==> src/rtl/thermostat_pkg.sv <==
// Shared types and register-map constants for the multi-zone thermostat.
package thermostat_pkg;

    typedef enum logic [1:0] {
        MODE_IDLE  = 2'd0,
        MODE_HEAT  = 2'd1,
        MODE_COOL  = 2'd2,
        MODE_FAULT = 2'd3
    } mode_e;

    localparam logic [3:0] SP_BASE   = 4'd0;
    localparam logic [3:0] STAT_BASE = 4'd8;

    localparam int unsigned STAT_TEMP_LSB = 0;
    localparam int unsigned STAT_MODE_LSB = 16;

endpackage

==> src/rtl/btn_debounce.sv <==
// Button conditioner: 2-flop synchroniser, stability debounce and
// auto-repeat step pulse generator.
module btn_debounce #(
    parameter int unsigned DEBOUNCE_CYC = 50000,
    parameter int unsigned REPEAT_CYC   = 12500000
) (
    input  logic i_clk,
    input  logic i_rst_n,
    input  logic i_raw,
    input  logic i_inhibit,
    output logic o_level,
    output logic o_step
);

    localparam int unsigned DW = $clog2(DEBOUNCE_CYC + 1);
    localparam int unsigned RW = $clog2(REPEAT_CYC + 1);
    localparam logic [DW-1:0] DB_LAST  = DW'(DEBOUNCE_CYC - 1);
    localparam logic [RW-1:0] REP_LAST = RW'(REPEAT_CYC - 1);

    logic [1:0]    r_sync;
    logic [DW-1:0] r_db_cnt;
    logic          r_level;
    logic          r_level_q;
    logic [RW-1:0] r_rep;
    logic          r_step;
    logic          w_rise;

    assign w_rise  = r_level & ~r_level_q;
    assign o_level = r_level;
    assign o_step  = r_step;

    always_ff @(posedge i_clk) begin
        if (!i_rst_n) begin
            r_sync    <= '0;
            r_db_cnt  <= '0;
            r_level   <= 1'b0;
            r_level_q <= 1'b0;
            r_rep     <= '0;
            r_step    <= 1'b0;
        end else begin
            r_sync    <= {r_sync[0], i_raw};
            r_level_q <= r_level;
            // Counter runs only while the synchronised level disagrees with the debounced one.
            if (r_sync[1] == r_level) begin
                r_db_cnt <= '0;
            end else if (r_db_cnt == DB_LAST) begin
                r_level  <= r_sync[1];
                r_db_cnt <= '0;
            end else begin
                r_db_cnt <= r_db_cnt + DW'(1);
            end

            r_step <= 1'b0;
            if (i_inhibit || !r_level) begin
                r_rep <= '0;
            end else if (w_rise || r_rep == REP_LAST) begin
                r_step <= 1'b1;
                r_rep  <= '0;
            end else begin
                r_rep <= r_rep + RW'(1);
            end
        end
    end

endmodule

==> src/rtl/zone_thermostat_ctrl.sv <==
// Multi-zone thermostat: per-zone setpoints (buttons or Avalon-MM), hysteresis
// heat/cool FSM and sample-timeout fault detection.
module zone_thermostat_ctrl
    import thermostat_pkg::*;
#(
    parameter int unsigned NUM_ZONES    = 4,
    parameter int unsigned TEMP_W       = 8,
    parameter int unsigned TEMP_MIN     = 16,
    parameter int unsigned TEMP_MAX     = 30,
    parameter int unsigned SET_DEFAULT  = 22,
    parameter int unsigned HYST         = 2,
    parameter int unsigned DEBOUNCE_CYC = 50000,
    parameter int unsigned REPEAT_CYC   = 12500000,
    parameter int unsigned TIMEOUT_CYC  = 50000000
) (
    input  logic                          clk_clk,
    input  logic                          reset_reset_n,
    input  logic [1:0]                    btn,
    input  logic [2:0]                    zone_sel,
    input  logic [NUM_ZONES*TEMP_W-1:0]   temp_meas,
    input  logic [NUM_ZONES-1:0]          temp_valid,
    input  logic [3:0]                    avs_address,
    input  logic                          avs_read,
    input  logic                          avs_write,
    input  logic [31:0]                   avs_writedata,
    output logic [31:0]                   avs_readdata,
    output logic [NUM_ZONES-1:0]          heat,
    output logic [NUM_ZONES-1:0]          cool,
    output logic [NUM_ZONES*TEMP_W-1:0]   setpoint_flat,
    output logic [NUM_ZONES-1:0]          fault
);

    localparam int unsigned TW = $clog2(TIMEOUT_CYC + 1);
    localparam logic [TW-1:0]     TMO_MAX  = TW'(TIMEOUT_CYC);
    localparam logic [TW-1:0]     TMO_LAST = TW'(TIMEOUT_CYC - 1);
    localparam logic [TEMP_W-1:0] SP_MIN   = TEMP_W'(TEMP_MIN);
    localparam logic [TEMP_W-1:0] SP_MAX   = TEMP_W'(TEMP_MAX);
    localparam logic [TEMP_W-1:0] SP_DEF   = TEMP_W'(SET_DEFAULT);
    localparam logic [TEMP_W:0]   HYST_X   = (TEMP_W+1)'(HYST);

    function automatic logic [TEMP_W-1:0] f_clamp(input logic [TEMP_W-1:0] v);
        if (v < SP_MIN)      return SP_MIN;
        else if (v > SP_MAX) return SP_MAX;
        else                 return v;
    endfunction

    logic [TEMP_W-1:0] r_sp    [NUM_ZONES];
    logic [TEMP_W-1:0] r_temp  [NUM_ZONES];
    logic [TW-1:0]     r_tmo   [NUM_ZONES];
    mode_e             r_state [NUM_ZONES];
    mode_e             w_nxt   [NUM_ZONES];
    logic [NUM_ZONES-1:0] r_heat, r_cool, r_fault;
    logic [31:0]       r_readdata;
    logic [31:0]       w_rdata;

    logic        w_lvl_up, w_lvl_dn, w_step_up, w_step_dn, w_inhibit;
    logic        w_is_stat, w_wr_sp;
    logic [3:0]  w_off;
    logic [31:0] w_aidx, w_sidx;
    logic [TEMP_W:0] w_t9, w_sp9;
    logic        w_unused_wdata;

    assign w_inhibit      = w_lvl_up & w_lvl_dn;
    assign w_is_stat      = (avs_address >= STAT_BASE);
    assign w_off          = w_is_stat ? (avs_address - STAT_BASE) : (avs_address - SP_BASE);
    assign w_aidx         = 32'(w_off);
    assign w_sidx         = 32'(zone_sel);
    assign w_wr_sp        = avs_write & ~w_is_stat;
    assign w_unused_wdata = ^avs_writedata[31:TEMP_W];

    assign avs_readdata = r_readdata;
    assign heat         = r_heat;
    assign cool         = r_cool;
    assign fault        = r_fault;

    btn_debounce #(.DEBOUNCE_CYC(DEBOUNCE_CYC), .REPEAT_CYC(REPEAT_CYC)) u_btn_up (
        .i_clk(clk_clk), .i_rst_n(reset_reset_n), .i_raw(btn[0]),
        .i_inhibit(w_inhibit), .o_level(w_lvl_up), .o_step(w_step_up)
    );

    btn_debounce #(.DEBOUNCE_CYC(DEBOUNCE_CYC), .REPEAT_CYC(REPEAT_CYC)) u_btn_dn (
        .i_clk(clk_clk), .i_rst_n(reset_reset_n), .i_raw(btn[1]),
        .i_inhibit(w_inhibit), .o_level(w_lvl_dn), .o_step(w_step_dn)
    );

    // A valid sample takes priority over the timeout so FAULT can always be cleared.
    always_comb begin
        w_t9  = '0;
        w_sp9 = '0;
        for (int unsigned z = 0; z < NUM_ZONES; z++) begin
            w_nxt[z] = r_state[z];
            w_t9     = {1'b0, temp_meas[z*TEMP_W +: TEMP_W]};
            w_sp9    = {1'b0, r_sp[z]};
            if (temp_valid[z]) begin
                case (r_state[z])
                    MODE_IDLE: begin
                        if (w_t9 <= w_sp9 - HYST_X)      w_nxt[z] = MODE_HEAT;
                        else if (w_t9 >= w_sp9 + HYST_X) w_nxt[z] = MODE_COOL;
                    end
                    MODE_HEAT:  if (w_t9 >= w_sp9) w_nxt[z] = MODE_IDLE;
                    MODE_COOL:  if (w_t9 <= w_sp9) w_nxt[z] = MODE_IDLE;
                    default:    w_nxt[z] = MODE_IDLE;
                endcase
            end else if (r_tmo[z] == TMO_LAST) begin
                w_nxt[z] = MODE_FAULT;
            end
        end
    end

    always_comb begin
        w_rdata       = '0;
        setpoint_flat = '0;
        for (int unsigned z = 0; z < NUM_ZONES; z++) begin
            setpoint_flat[z*TEMP_W +: TEMP_W] = r_sp[z];
            if (w_aidx == z) begin
                if (!w_is_stat) begin
                    w_rdata[TEMP_W-1:0] = r_sp[z];
                end else begin
                    w_rdata[STAT_TEMP_LSB +: TEMP_W] = r_temp[z];
                    w_rdata[STAT_MODE_LSB +: 2]      = r_state[z];
                end
            end
        end
    end

    always_ff @(posedge clk_clk) begin
        if (!reset_reset_n) begin
            for (int unsigned z = 0; z < NUM_ZONES; z++) begin
                r_sp[z]    <= SP_DEF;
                r_temp[z]  <= '0;
                r_tmo[z]   <= '0;
                r_state[z] <= MODE_IDLE;
            end
            r_heat     <= '0;
            r_cool     <= '0;
            r_fault    <= '0;
            r_readdata <= '0;
        end else begin
            for (int unsigned z = 0; z < NUM_ZONES; z++) begin
                r_state[z] <= w_nxt[z];
                r_heat[z]  <= (w_nxt[z] == MODE_HEAT);
                r_cool[z]  <= (w_nxt[z] == MODE_COOL);
                r_fault[z] <= (w_nxt[z] == MODE_FAULT);
                if (temp_valid[z]) begin
                    r_temp[z] <= temp_meas[z*TEMP_W +: TEMP_W];
                    r_tmo[z]  <= '0;
                end else if (r_tmo[z] != TMO_MAX) begin
                    r_tmo[z] <= r_tmo[z] + TW'(1);
                end
                if (w_wr_sp && w_aidx == z) begin
                    r_sp[z] <= f_clamp(avs_writedata[TEMP_W-1:0]);
                end else if (w_sidx == z) begin
                    if (w_step_up && r_sp[z] < SP_MAX)      r_sp[z] <= r_sp[z] + TEMP_W'(1);
                    else if (w_step_dn && r_sp[z] > SP_MIN) r_sp[z] <= r_sp[z] - TEMP_W'(1);
                end
            end
            r_readdata <= avs_read ? w_rdata : '0;
        end
    end

endmodule

==> config.mk <==
export PLATFORM = sky130hd
export DESIGN_NAME = zone_thermostat_ctrl
export DESIGN_NICKNAME = d
export VERILOG_FILES = /design/src/rtl/thermostat_pkg.sv /design/src/rtl/btn_debounce.sv /design/src/rtl/zone_thermostat_ctrl.sv
export SDC_FILE = /design/constraint.sdc
export NUM_CORES = 1
export LEC_CHECK = 0
export CAP_MARGIN = 10
export CORE_AREA = 2 2 183 185
export DETAILED_ROUTE_END_ITERATION = 7
export DIE_AREA = 0 0 185 187
export PLACE_DENSITY = 0.76
export SYNTH_ARGS = -nofsm -noshare
export SYNTH_HDL_FRONTEND = slang
export SYNTH_SLANG_ARGS = --single-unit
export TNS_END_PERCENT = 50
==> constraint.sdc <==
create_clock -name clk_clk -period 5 [get_ports clk_clk]
set_input_delay 0.5 -clock clk_clk [delete_from_list [all_inputs] [get_ports clk_clk]]
set_output_delay 0.5 -clock clk_clk [all_outputs]
set_load 0.005 [all_outputs]
After elaboration in Yosys (flattened, before gate mapping) --
Memory sizes are Yosys's and may differ from the RTL's. Cells that the tools add are included. Widths: inputs -> output; s select.
Cells by class: bitwise operators 38, mux-type cells 171, equal/unequal tests 40, magnitude comparators 27, reductions and logical operators 33, add/sub/neg operators 25
Operators with widths (count):
- $mux 8 | 34
- $mux 26 | 8
- $add 26x1->26 const B | 4
- $eq 26x26->1 const B | 4
- $ne 26x26->1 const B | 4
- $mux 1 | 88
- $mux 2 | 36
- $logic_not 32->1 | 2
- $add 24x1->24 const B | 2
- $eq 24x24->1 const B | 2
- $gt 8x5->1 const B | 5
- $lt 8x5->1 const B | 5
- $add 8x2->9 const B | 4
- $ge 8x9->1 | 4
- $le 8x9->1 | 4
- $sub 8x2->9 const B | 4
- $add 16x1->16 const B | 2
- $add 8x1->8 const B | 4
- $eq 16x16->1 const B | 2
- $ge 8x8->1 | 4
- $le 8x8->1 | 4
- $sub 8x1->8 const B | 4
- $or 1x1->1 | 28
- $eq 2x2->1 const B | 12
- other kinds (19) | 64
Storage, ports and cells: output and inout port bits 76, memories 4, register bits 134, bits of input ports 81, logic and storage cells 355, RAM bits 176
Memory list:
- r_tmo | depth 4, width 26, rd ports 4, clocked after memory_dff 0, write ports 4, line zone_thermostat_ctrl.sv:49 | logic [TW-1:0] r_tmo [NUM_ZONES];
- r_sp | depth 4, width 8, rd ports 4, clocked after memory_dff 0, write ports 4, line zone_thermostat_ctrl.sv:47 | logic [TEMP_W-1:0] r_sp [NUM_ZONES];
- r_temp | depth 4, width 8, rd ports 4, clocked after memory_dff 0, write ports 4, line zone_thermostat_ctrl.sv:48 | logic [TEMP_W-1:0] r_temp [NUM_ZONES];
- r_state | depth 4, width 2, rd ports 4, clocked after memory_dff 0, write ports 4, line zone_thermostat_ctrl.sv:50 | mode_e r_state [NUM_ZONES];

Depth between registers and ports, before layout --
depth in word-level cells 10, mapped depth 14, gate-level depth less buffers 13

Cells and area by module --
Synthesis repeated with hierarchy kept, for this count alone.
Unflattened totals: cells, all modules 1928, area, all modules 18043.6 µm²
Modules (own cells, without submodules):
- zone_thermostat_ctrl | area an instance 14059.7 µm², times used 1, cells each 1490, seq. area each 5645.4 µm²
- btn_debounce | area an instance 1991.9 µm², times used 2, cells each 219, seq. area each 900.9 µm²

Least setup slack after synthesis --
No wires, ideal clock.
path kind register to register, start memory r_sp[0][2], end register r_heat[0], in the netlist heat[0], data arrival time 2927 ps, stages on the path, launching flop included 15, required time 4920 ps, buffers on the path 1, setup slack 1993 ps, library setup time 80 ps, period minus slack after synthesis 3007 ps, path through edfxtp_1 clkbuf_1 inv_1 ha_1 nand2b_1 nor2_1 nand3_1 xnor2_1 ha_1 and3_1 nor4bb_1 a311oi_1 and2_1 a211oi_1 nor3b_1
RTL lines:
- start: declaration | line zone_thermostat_ctrl.sv:47
- end signal: indexed assignment | line zone_thermostat_ctrl.sv:141 | r_heat[z] <= (w_nxt[z] == MODE_HEAT);
- end: declaration | line zone_thermostat_ctrl.sv:52 | logic [NUM_ZONES-1:0] r_heat, r_cool, r_fault;

==> results.py <==
metrics = {
    "status": {
        "outcome": "completed",
    },
    "grt": {
        "grt_max_degree": 38,
        "grt_pass1_wl_um": 69600,
        "grt_pass1_vias": 13900,
        "overflow": 0,
        "antenna_found_initial": 4,
        "grt_util_all_layers_pct": 24.4,
    },
    "clock_network": {
        "ctsResizeCount": 0,
        "cts_tree": "done",
        "clkSinkCount": 288,
        "clk_latency_ns": 0.58,
        "clkTransAtPathRegs_ns": 0.07,
        "htreeDepth": 1,
        "post_cts_buffers": 0,
        "holdBufCountCts": 0,
        "cts_max_path_buffers": 3,
        "cts_buffers": 31,
        "clockRootBuffer": "clkbuf_16",
    },
    "yosys": {
        "syn_area_mm2": 0.0177,
        "synth_compound_area_share_pct": 9.59,
        "yosys_warnings": 0,
        "synth_edf_count": 168,
        "ys_types": 87,
        "yosysTopAreaCellShare_pct": 28.4,
        "synth-seq-cells": 288,
        "async_flop_share_pct": 0,
        "synth-seq-area-share_pct": 42.0,
        "syn-instance-count": 1911,
        "synth_fa_ha_area_share_pct": 7.90,
        "synth_mux_area_share_pct": 0.818,
        "synth_top_family_by_area": "simple AND/OR/NAND/NOR gates",
        "synth_xor_area_share_pct": 10.7,
        "yosys.area_share.simple_pct": 24.1,
        "ys_top_cells_by_area": "edfxtp_1 28%, dfxtp_1 14%, ha_1 7.9%",
        "synth-main-ff-cell": "edfxtp_1",
        "synth_top_cell_by_area": "edfxtp_1",
        "post_synth.cell_area_avg_um2": 9.29,
    },
    "worst_setup_path": {
        "endpoint_kind": "register",
        "crit_required_ns": 5.48,
        "crit_arrival_ns": 4.03,
        "critPathKind": "reg -> reg",
        "crit_fanout": 9,
        "startpoint_type": "register",
    },
    "detailed_routing": {
        "drc": 0,
        "ant_nets": 0,
        "totalWireLength_um": 42800,
        "vias_per_cell": 5.83,
        "wl_per_cell_um": 17.4,
        "dr.pass1.iters": 5,
        "drtIter0Drc": 1121,
        "vias": 14400,
    },
    "die": {
        "dieArea_mm2": 0.0346,
        "start_util_pct": 54.0,
        "die_x_um": 185,
        "die_h_um": 187,
        "ios": 157,
        "coreArea_mm2": 0.0329,
        "fp-row-count": 67,
    },
    "timing": {
        "fin_tns_setup_ns": 0,
        "finalHoldViolCount": 0,
        "finalSetupViolCount": 0,
        "hold_ws_ns": 0.206,
        "timing.final.ws_setup_ns": 1.44,
        "rsz0062_at_grt": "no",
        "slew_violations": 0,
        "tightest_slew_ns": 1.10,
        "fin_crit_sh_pct": 71.1,
        "skew_ns": 0.0136,
        "max_freq_mhz": 281,
        "fin_crit_ns": 3.56,
        "max_slew_margin_pct": 26.8,
    },
    "placed_design": {
        "dpl.hpwl_um": 31300,
        "dp_slack_ns": 1.55,
        "gp_congestion": 0.945,
        "portBuffers": 110,
        "placed_area_mm2": 0.0190,
    },
    "cells_and_area": {
        "syn_to_final_growth_pct": 13.4,
        "nFillCells": 2740,
        "nNetsFinal": 2185,
        "multi_input_area_mm2": 0.00951,
        "seqCellArea_mm2": 0.00745,
        "final_area_mm2": 0.0201,
        "drive_gt1_share_pct": 4.31,
    },
    "power_and_ir_drop": {
        "peakVddDrop_mv": 0.324,
        "pwr_density_cell_mw_per_mm2": 276,
        "leakage_nw": 7.39,
        "total_power_mw": 5.55,
    },
    "hold_path": {
        "hold_class": "in -> reg",
    },
    "run": {
        "cap_violations": 0,
    },
}
synthesized netlist by cell type, drive strengths merged, types with 51 or more instances:
master,n
nor2,293
inv,93
ha,112
nor3,51
a21oi,56
edfxtp,168
nand2,129
and3,68
xnor2,120
dfxtp,120
xor2,97
nand3,97
nand4,61
logic make-up after synthesis:
family | count (synthesis)
muxes | 12
AOI/OAI and AO/OA | 242
other | 1
buffers and inverters | 189
xor gates and xnor gates | 217
adders and majority gates | 112
and+or+nand+nor | 850
DFF | 288
cell type report:
| cell class | count | share of cell area, % |
|---|---|---|
| inverter | 97 | 1.81 |
| clock inverter | 15 | 0.671 |
| clock buffer | 43 | 4.66 |
| tap | 448 | 2.79 |
| sequential | 288 | 37.0 |
| timing repair buffer | 119 | 5.78 |
| antenna | 2 | 0.0249 |
| multi-input combinational | 1455 | 47.3 |
worst paths after layout:
check,depth (start not counted),start,slack [ns],endpoint
hold / removal,2,reset_reset_n,0.21,r_state[3][0]
setup / recovery,12,r_sp[1][1],1.44,cool[1]
hold reg to reg,1,u_btn_dn.r_sync[0],0.44,u_btn_dn.r_sync[1]
setup reg to reg,12,r_sp[1][1],1.44,cool[1]
layer usage:
layer	global-route usage, %	share of wire [%]	vias to the layer above
li1	-	-	6997
met1	33.0	43	6767
met2	39.0	45	502
met3	4.26	7.1	115
met4	9.46	4.2	6
met5	0	0.11	-
worst max-delay path, stage by stage, from the launching register on:
cell      delay, ns
edfxtp_1       0.55
inv_1          0.19
ha_1           0.22
inv_1          0.07
nor3_1         0.40
nand2_1        0.19
xnor2_1        0.17
ha_1           0.29
and4b_1        0.21
a31oi_1        0.16
o21ai_0        0.20
a311oi_1       0.53
nor3b_1        0.28
sequential cells by signal, summed over array words and instances, names as in the netlist, 4 cells and up:
signal             cells
r_tmo                104
r_sp                  32
r_temp                32
u_btn_dn.r_rep        24
u_btn_up.r_rep        24
u_btn_dn.r_db_cnt     16
u_btn_up.r_db_cnt     16
avs_readdata          10
r_state                8
cool                   4
fault                  4
heat                   4
where the power goes:
group	switching (mW)	leakage [nW]	internal [mW]
Combinational	0.295	3.96	0.244
Sequential	0.0676	2.90	2.55
Clock	1.01	0.532	1.38
Total	1.38	7.39	4.17
placed cells by master, fill, tap and decap left out, types with 12 or more instances in the layout:
| master | Yosys | layout |
|---|---|---|
| a211oi_1 | 26 | 26 |
| a21oi_1 | 55 | 55 |
| a221oi_1 | 14 | 14 |
| and2_1 | 12 | 12 |
| and3_1 | 68 | 68 |
| and4_1 | 19 | 19 |
| clkbuf_16 | 0 | 35 |
| clkdlybuf4s50_1 | 0 | 109 |
| conb_1 | 1 | 22 |
| dfxtp_1 | 120 | 120 |
| edfxtp_1 | 168 | 168 |
| ha_1 | 112 | 112 |
| inv_1 | 93 | 93 |
| nand2_1 | 129 | 129 |
| nand2b_1 | 12 | 12 |
| nand3_1 | 97 | 97 |
| nand4_1 | 60 | 60 |
| nor2_1 | 293 | 293 |
| nor2b_1 | 16 | 16 |
| nor3_1 | 49 | 49 |
| nor4_1 | 21 | 21 |
| nor4b_1 | 16 | 16 |
| o21ai_0 | 30 | 30 |
| o22ai_1 | 12 | 12 |
| xnor2_1 | 120 | 120 |
| xor2_1 | 97 | 97 |
through the flow:
step / instances / utilization, %
global placement: 2407 / 58.0
detailed placement: 2407 / 58.0
floorplan: 1932 / -
CTS: 2465 / 61.2
finish: 2467 / 61.2
global route: 2466 / 61.2
No activity file was read; power rests on OpenSTA's default activity.
==> RTL change 1, RTL diff (config.mk and constraints unchanged) <==
Add an input register stage for `temp_meas`, cleared by the reset; this delays it by one clock. The other inputs are not delayed to match.
--- a/src/rtl/zone_thermostat_ctrl.sv
+++ b/src/rtl/zone_thermostat_ctrl.sv
@@ -37,6 +37,16 @@
     localparam logic [TEMP_W-1:0] SP_MAX   = TEMP_W'(TEMP_MAX);
     localparam logic [TEMP_W-1:0] SP_DEF   = TEMP_W'(SET_DEFAULT);
     localparam logic [TEMP_W:0]   HYST_X   = (TEMP_W+1)'(HYST);
+
+    logic [NUM_ZONES*TEMP_W-1:0] temp_meas_q;
+
+    always_ff @(posedge clk_clk) begin
+        if (!reset_reset_n) begin
+            temp_meas_q <= '0;
+        end else begin
+            temp_meas_q <= temp_meas;
+        end
+    end
 
     function automatic logic [TEMP_W-1:0] f_clamp(input logic [TEMP_W-1:0] v);
         if (v < SP_MIN)      return SP_MIN;
@@ -89,7 +99,7 @@
         w_sp9 = '0;
         for (int unsigned z = 0; z < NUM_ZONES; z++) begin
             w_nxt[z] = r_state[z];
-            w_t9     = {1'b0, temp_meas[z*TEMP_W +: TEMP_W]};
+            w_t9     = {1'b0, temp_meas_q[z*TEMP_W +: TEMP_W]};
             w_sp9    = {1'b0, r_sp[z]};
             if (temp_valid[z]) begin
                 case (r_state[z])
@@ -142,7 +152,7 @@
                 r_cool[z]  <= (w_nxt[z] == MODE_COOL);
                 r_fault[z] <= (w_nxt[z] == MODE_FAULT);
                 if (temp_valid[z]) begin
-                    r_temp[z] <= temp_meas[z*TEMP_W +: TEMP_W];
+                    r_temp[z] <= temp_meas_q[z*TEMP_W +: TEMP_W];
                     r_tmo[z]  <= '0;
                 end else if (r_tmo[z] != TMO_MAX) begin
                     r_tmo[z] <= r_tmo[z] + TW'(1);
Check against the original RTL: not equivalent (Yosys sat finds a counterexample within 4 cycles, from zero or initial values and one cycle with reset_reset_n low).
==> RTL change 1 against the unedited design <==
- power increased by 12%
- first-iteration DRC count decreased by 1.5%
- final area increased by 5.3%
- synthesized cell count increased by 2.4%
- core utilization increased by 3.2 points
- synthesized area increased by 4.7%
- sequential cell count increased by 32
- via count increased by 1.6%
- clock skew increased by 0.0095 ns
- die area unchanged
- worst setup slack improved by 0.16 ns
- wire length increased by 2.1%
- global-route usage increased by 0.83 points
- critical endpoint is now heat[2]
==> RTL change 1: results (changes against the unedited design) <==
Placed design
  – Final HPWL DP: 31440 um (+0.55%)
  – Routability cong.: 0.9376 (-0.73%)

Clock tree
  – CTS Buf Count: 37 (+19%)
  – Maximum clock path buffer count: 3 (unchanged)
  – H-Tree Depth: 2 (+1)

Worst setup path
  – CP endpoint: heat[2]
  – Max Fanout on Critical Path: 8 (-1)
  – Critical Path AT: 3.88 ns (-0.15 ns)
  – Cell family with most CP delay: compound AO/OA/AOI/OAI gates
  – CP startpoint: r_sp[2][1]
  – R2R setup slack: 1.60 ns (+0.16 ns)

Global routing
  – Initial antenna violation count: 0 (-4)
  – Tot GR Track Use: 25.24% (+0.83 points)

Synth
  – Yosys cell types: 88 (+1.1%)
  – Largest cells by area after synthesis: edfxtp_1 27%, dfxtp_1 16%, ha_1 7.5%
  – Post-synthesis sequential area ratio: 43.52% (+1.6 points)

Worst hold path
  – Hold Path Class: reg2reg

Detailed routing
  – Final wirelength: 43720 um (+2.1%)
  – Iteration-0 DRC Markers: 1104 (-1.5%)

Pwr
  – Peak VDD IR: 0.0002571 V (-21%)
  – Leak: 0.007888 uW (+6.8%)

Outcome
  – Outcome: finished, final reports clean

STA
  – Setup Skew: 0.02313 ns (+0.009517 ns)
  – Slew @ Worst Pin: 1.132 ns (+0.03422 ns)

Final layout
  – Antenna cells: 0 (-2)
  – # fillers: 2659 (-3.0%)
  – Final net count: 2230 (+2.1%)
  – Share of cells above drive strength 1: 5.034% (+0.72 points)
-- RTL change 1: changes by cell type after synthesis, moves of 12 or more --
| cell | before | now |
|---|---|---|
| inv_1 | 93 | 81 |
| and2_1 | 12 | 41 |
| o21ai_0 | 30 | 16 |
| buf_2 | 13 | 28 |
| nand2_1 | 129 | 115 |
| a21oi_1 | 55 | 29 |
| dfxtp_1 | 120 | 152 |
-- RTL change 1: power breakdown --
part / total (uW) / switching [uW] / internal, uW
combinational: 474 / 251 / 223
sequential: 2890 / 81.9 / 2810
clock: 2850 / 1110 / 1740
total: 6210 / 1440 / 4770
-- RTL change 1: worst min-delay path by stage --
stage	start	endpoint	slack, ns	depth (start not counted)
final	u_btn_up.r_rep[0]	u_btn_up.r_rep[0]	0.44	1
after global routing	u_btn_up.r_rep[0]	u_btn_up.r_rep[0]	0.47	1
after CTS	u_btn_up.r_sync[0]	u_btn_up.r_sync[1]	0.45	1
after detailed placement	u_btn_up.r_sync[0]	u_btn_up.r_sync[1]	0.44	1
after global placement	u_btn_up.r_sync[0]	u_btn_up.r_sync[1]	0.42	1
after floorplan	u_btn_dn.r_sync[0]	u_btn_dn.r_sync[1]	0.41	1
-- RTL change 1: per-layer routing --
metal,GRT usage [%],vias to the layer above,routed length [um]
li1,-,7145,-
met1,33.36,6968,18990
met2,41.82,414,20880
met3,3.914,94,2513
met4,9.371,0,1336
met5,0,-,0
-- RTL change 1: final cells by class --
class                           instances  share of cell area [%]
Multi-Input combinational cell       1473                   45.98
Clock inverter                         17                  0.8680
Timing Repair Buffer                  118                   5.492
Inverter                               87                   1.541
Sequential cell                       320                   38.17
Tap cell                              448                   2.645
Clock buffer                           51                   5.303
-- RTL change 1: stage by stage --
stage	setup WS (ns)	hold slack, ns	util [%]	area [um^2]	cells
floorplan	2.134	0.4119	-	18660	1978
global placement	1.674	0.4227	60.46	19870	2445
detailed placement	1.607	0.4366	60.46	19870	2445
CTS	1.611	0.4450	64.43	21170	2513
global route	1.398	0.4703	64.48	21190	2514
finish	1.600	0.4423	64.48	21190	2514
-- RTL change 1: cell families after synthesis --
logic type | synth area share, %
buf+inv | 4.477
other cells | 0.02018
xor+xnor | 10.42
mux | 0.8349
flops | 43.52
simple gates | 23.13
fa+ha+maj | 7.541
compound gates | 10.06
==> RTL change 2, RTL diff (same settings) <==
Made on the original files. Set the parameter `NUM_ZONES` to 2 (it was 4).
--- a/src/rtl/zone_thermostat_ctrl.sv
+++ b/src/rtl/zone_thermostat_ctrl.sv
@@ -3,7 +3,7 @@
 module zone_thermostat_ctrl
     import thermostat_pkg::*;
 #(
-    parameter int unsigned NUM_ZONES    = 4,
+    parameter int unsigned NUM_ZONES    = 2,
     parameter int unsigned TEMP_W       = 8,
     parameter int unsigned TEMP_MIN     = 16,
     parameter int unsigned TEMP_MAX     = 30,
Interface: changed (6 resized); port bits go from 157 to 117. The function was not compared with the original's and may differ.
==> RTL change 2 against the unedited design <==
- worst setup slack worse by 0.069 ns
- final area down 37%
- synthesized area is 38% lower
- wire length decreased by 42%
- sequential cell count decreased by 94
- clock power is 45% lower
- critical path depth rose by 2
- cell count down 31%
- first-iteration DRC count is 50% lower
- via count decreased by 39%
- combinational power is 51% lower
- critical endpoint is now r_sp[1][7]
- power fell by 41%
==> RTL change 2: results (changes against the unedited design) <==
Final layout
  – Largest registers: r_tmo: 52 flops, u_btn_dn.r_rep: 24 flops, u_btn_up.r_rep: 24 flops
  – # fillers: 3288 (+20%)
  – Clock network area share: 4.447% (-0.88 points)
  – CLK BUF: 20 (-53%)
  – Seq/total area: 37.32% (+0.31 points)
  – Share of cells above drive strength 1: 3.724% (-0.59 points)
  – #MultiIn Comb: 907 (-38%)
  – Non-CTS inverters: 55 (-43%)
  – Buffer share of cell area: 5.771% (-0.010 points)

Pwr
  – Power Combinational: 263 uW (-51%)
  – Peak VDD IR: 0.0002653 V (-18%)
  – Clk pwr: 1320 uW (-45%)
  – Sw Share: 23.50% (-1.3 points)
  – Int Pwr: 2513 uW (-40%)

Placed design
  – # placed instances: 1678 (-30%)
  – DP Worst Slack: 0.9535 ns (-0.5991 ns)

Synth
  – Post-synthesis compound-gate area fraction: 8.030% (-1.6 points)
  – Synth top cells by count: 172 x nor2_1, 110 x dfxtp_1, 84 x edfxtp_1
  – Yosys cell types: 66 (-24%)
  – Synth Area in Adders: 7.317% (-0.58 points)
  – Number of synthesized flops with an enable pin: 84 (-50%)
  – Post-synthesis sequential area ratio: 42.77% (+0.81 points)
  – Xor/xnor share of the synthesized area: 10.94% (+0.23 points)
  – Post-synthesis mux area share: 1.824% (+1.0 points)

Global routing
  – Met2 Track Usage GR: 23.41% (-16 points)
  – Met3 Track Usage GR: 3.505% (-0.76 points)
  – Largest net degree at the start of global routing: 37 (-2.6%)
  – Initial antenna violation count: 2 (-2)

Detailed routing
  – Wl on met1: 11120 um (-40%)
  – Iteration-0 DRC Markers: 566 (-50%)
  – Vias/cell: 5.089 (-13%)
  – WL met3: 1338 um (-56%)

STA
  – Setup Skew: 0.008027 ns (-0.005589 ns)
  – Slew @ Worst Pin: 0.9197 ns (-0.1778 ns)

Clock tree
  – Clock Sinks: 194 (-33%)
  – Clk_lat worst skew: 0.44 ns (-0.14 ns)
  – CTS Buf Count: 17 (-45%)
  – H-Tree Depth: 4 (+3)

Outcome
  – Outcome: finished, final reports clean
==> RTL change 2: cell types whose count changed after synthesis, moves of 37 or more <==
cell	before	now
inv_1	93	53
edfxtp_1	168	84
nand2_1	129	64
xnor2_1	120	78
xor2_1	97	60
nor2_1	293	172
ha_1	112	63
==> RTL change 2: final timing paths <==
kind                           start                  to  slack [ns]  cells after the start
setup reg to reg          r_sp[1][1]          r_sp[1][7]        1.38                     14
hold / removal    u_btn_dn.r_sync[0]  u_btn_dn.r_sync[1]        0.45                      1
setup / recovery          r_sp[1][1]          r_sp[1][7]        1.38                     14
hold reg to reg   u_btn_dn.r_sync[0]  u_btn_dn.r_sync[1]        0.45                      1
==> RTL change 2: critical path: stages (launching register included) <==
cell and delay (ns):
edfxtp_1 0.54, inv_1 0.18, ha_1 0.24, nor3b_1 0.13, o21ai_0 0.26, nand2_1 0.15
or3_1 0.36, inv_1 0.20, ha_1 0.27, a21o_1 0.19, a211oi_1 0.31, o21ai_0 0.18
nand2_1 0.11, mux2i_1 0.18, a21oi_1 0.08
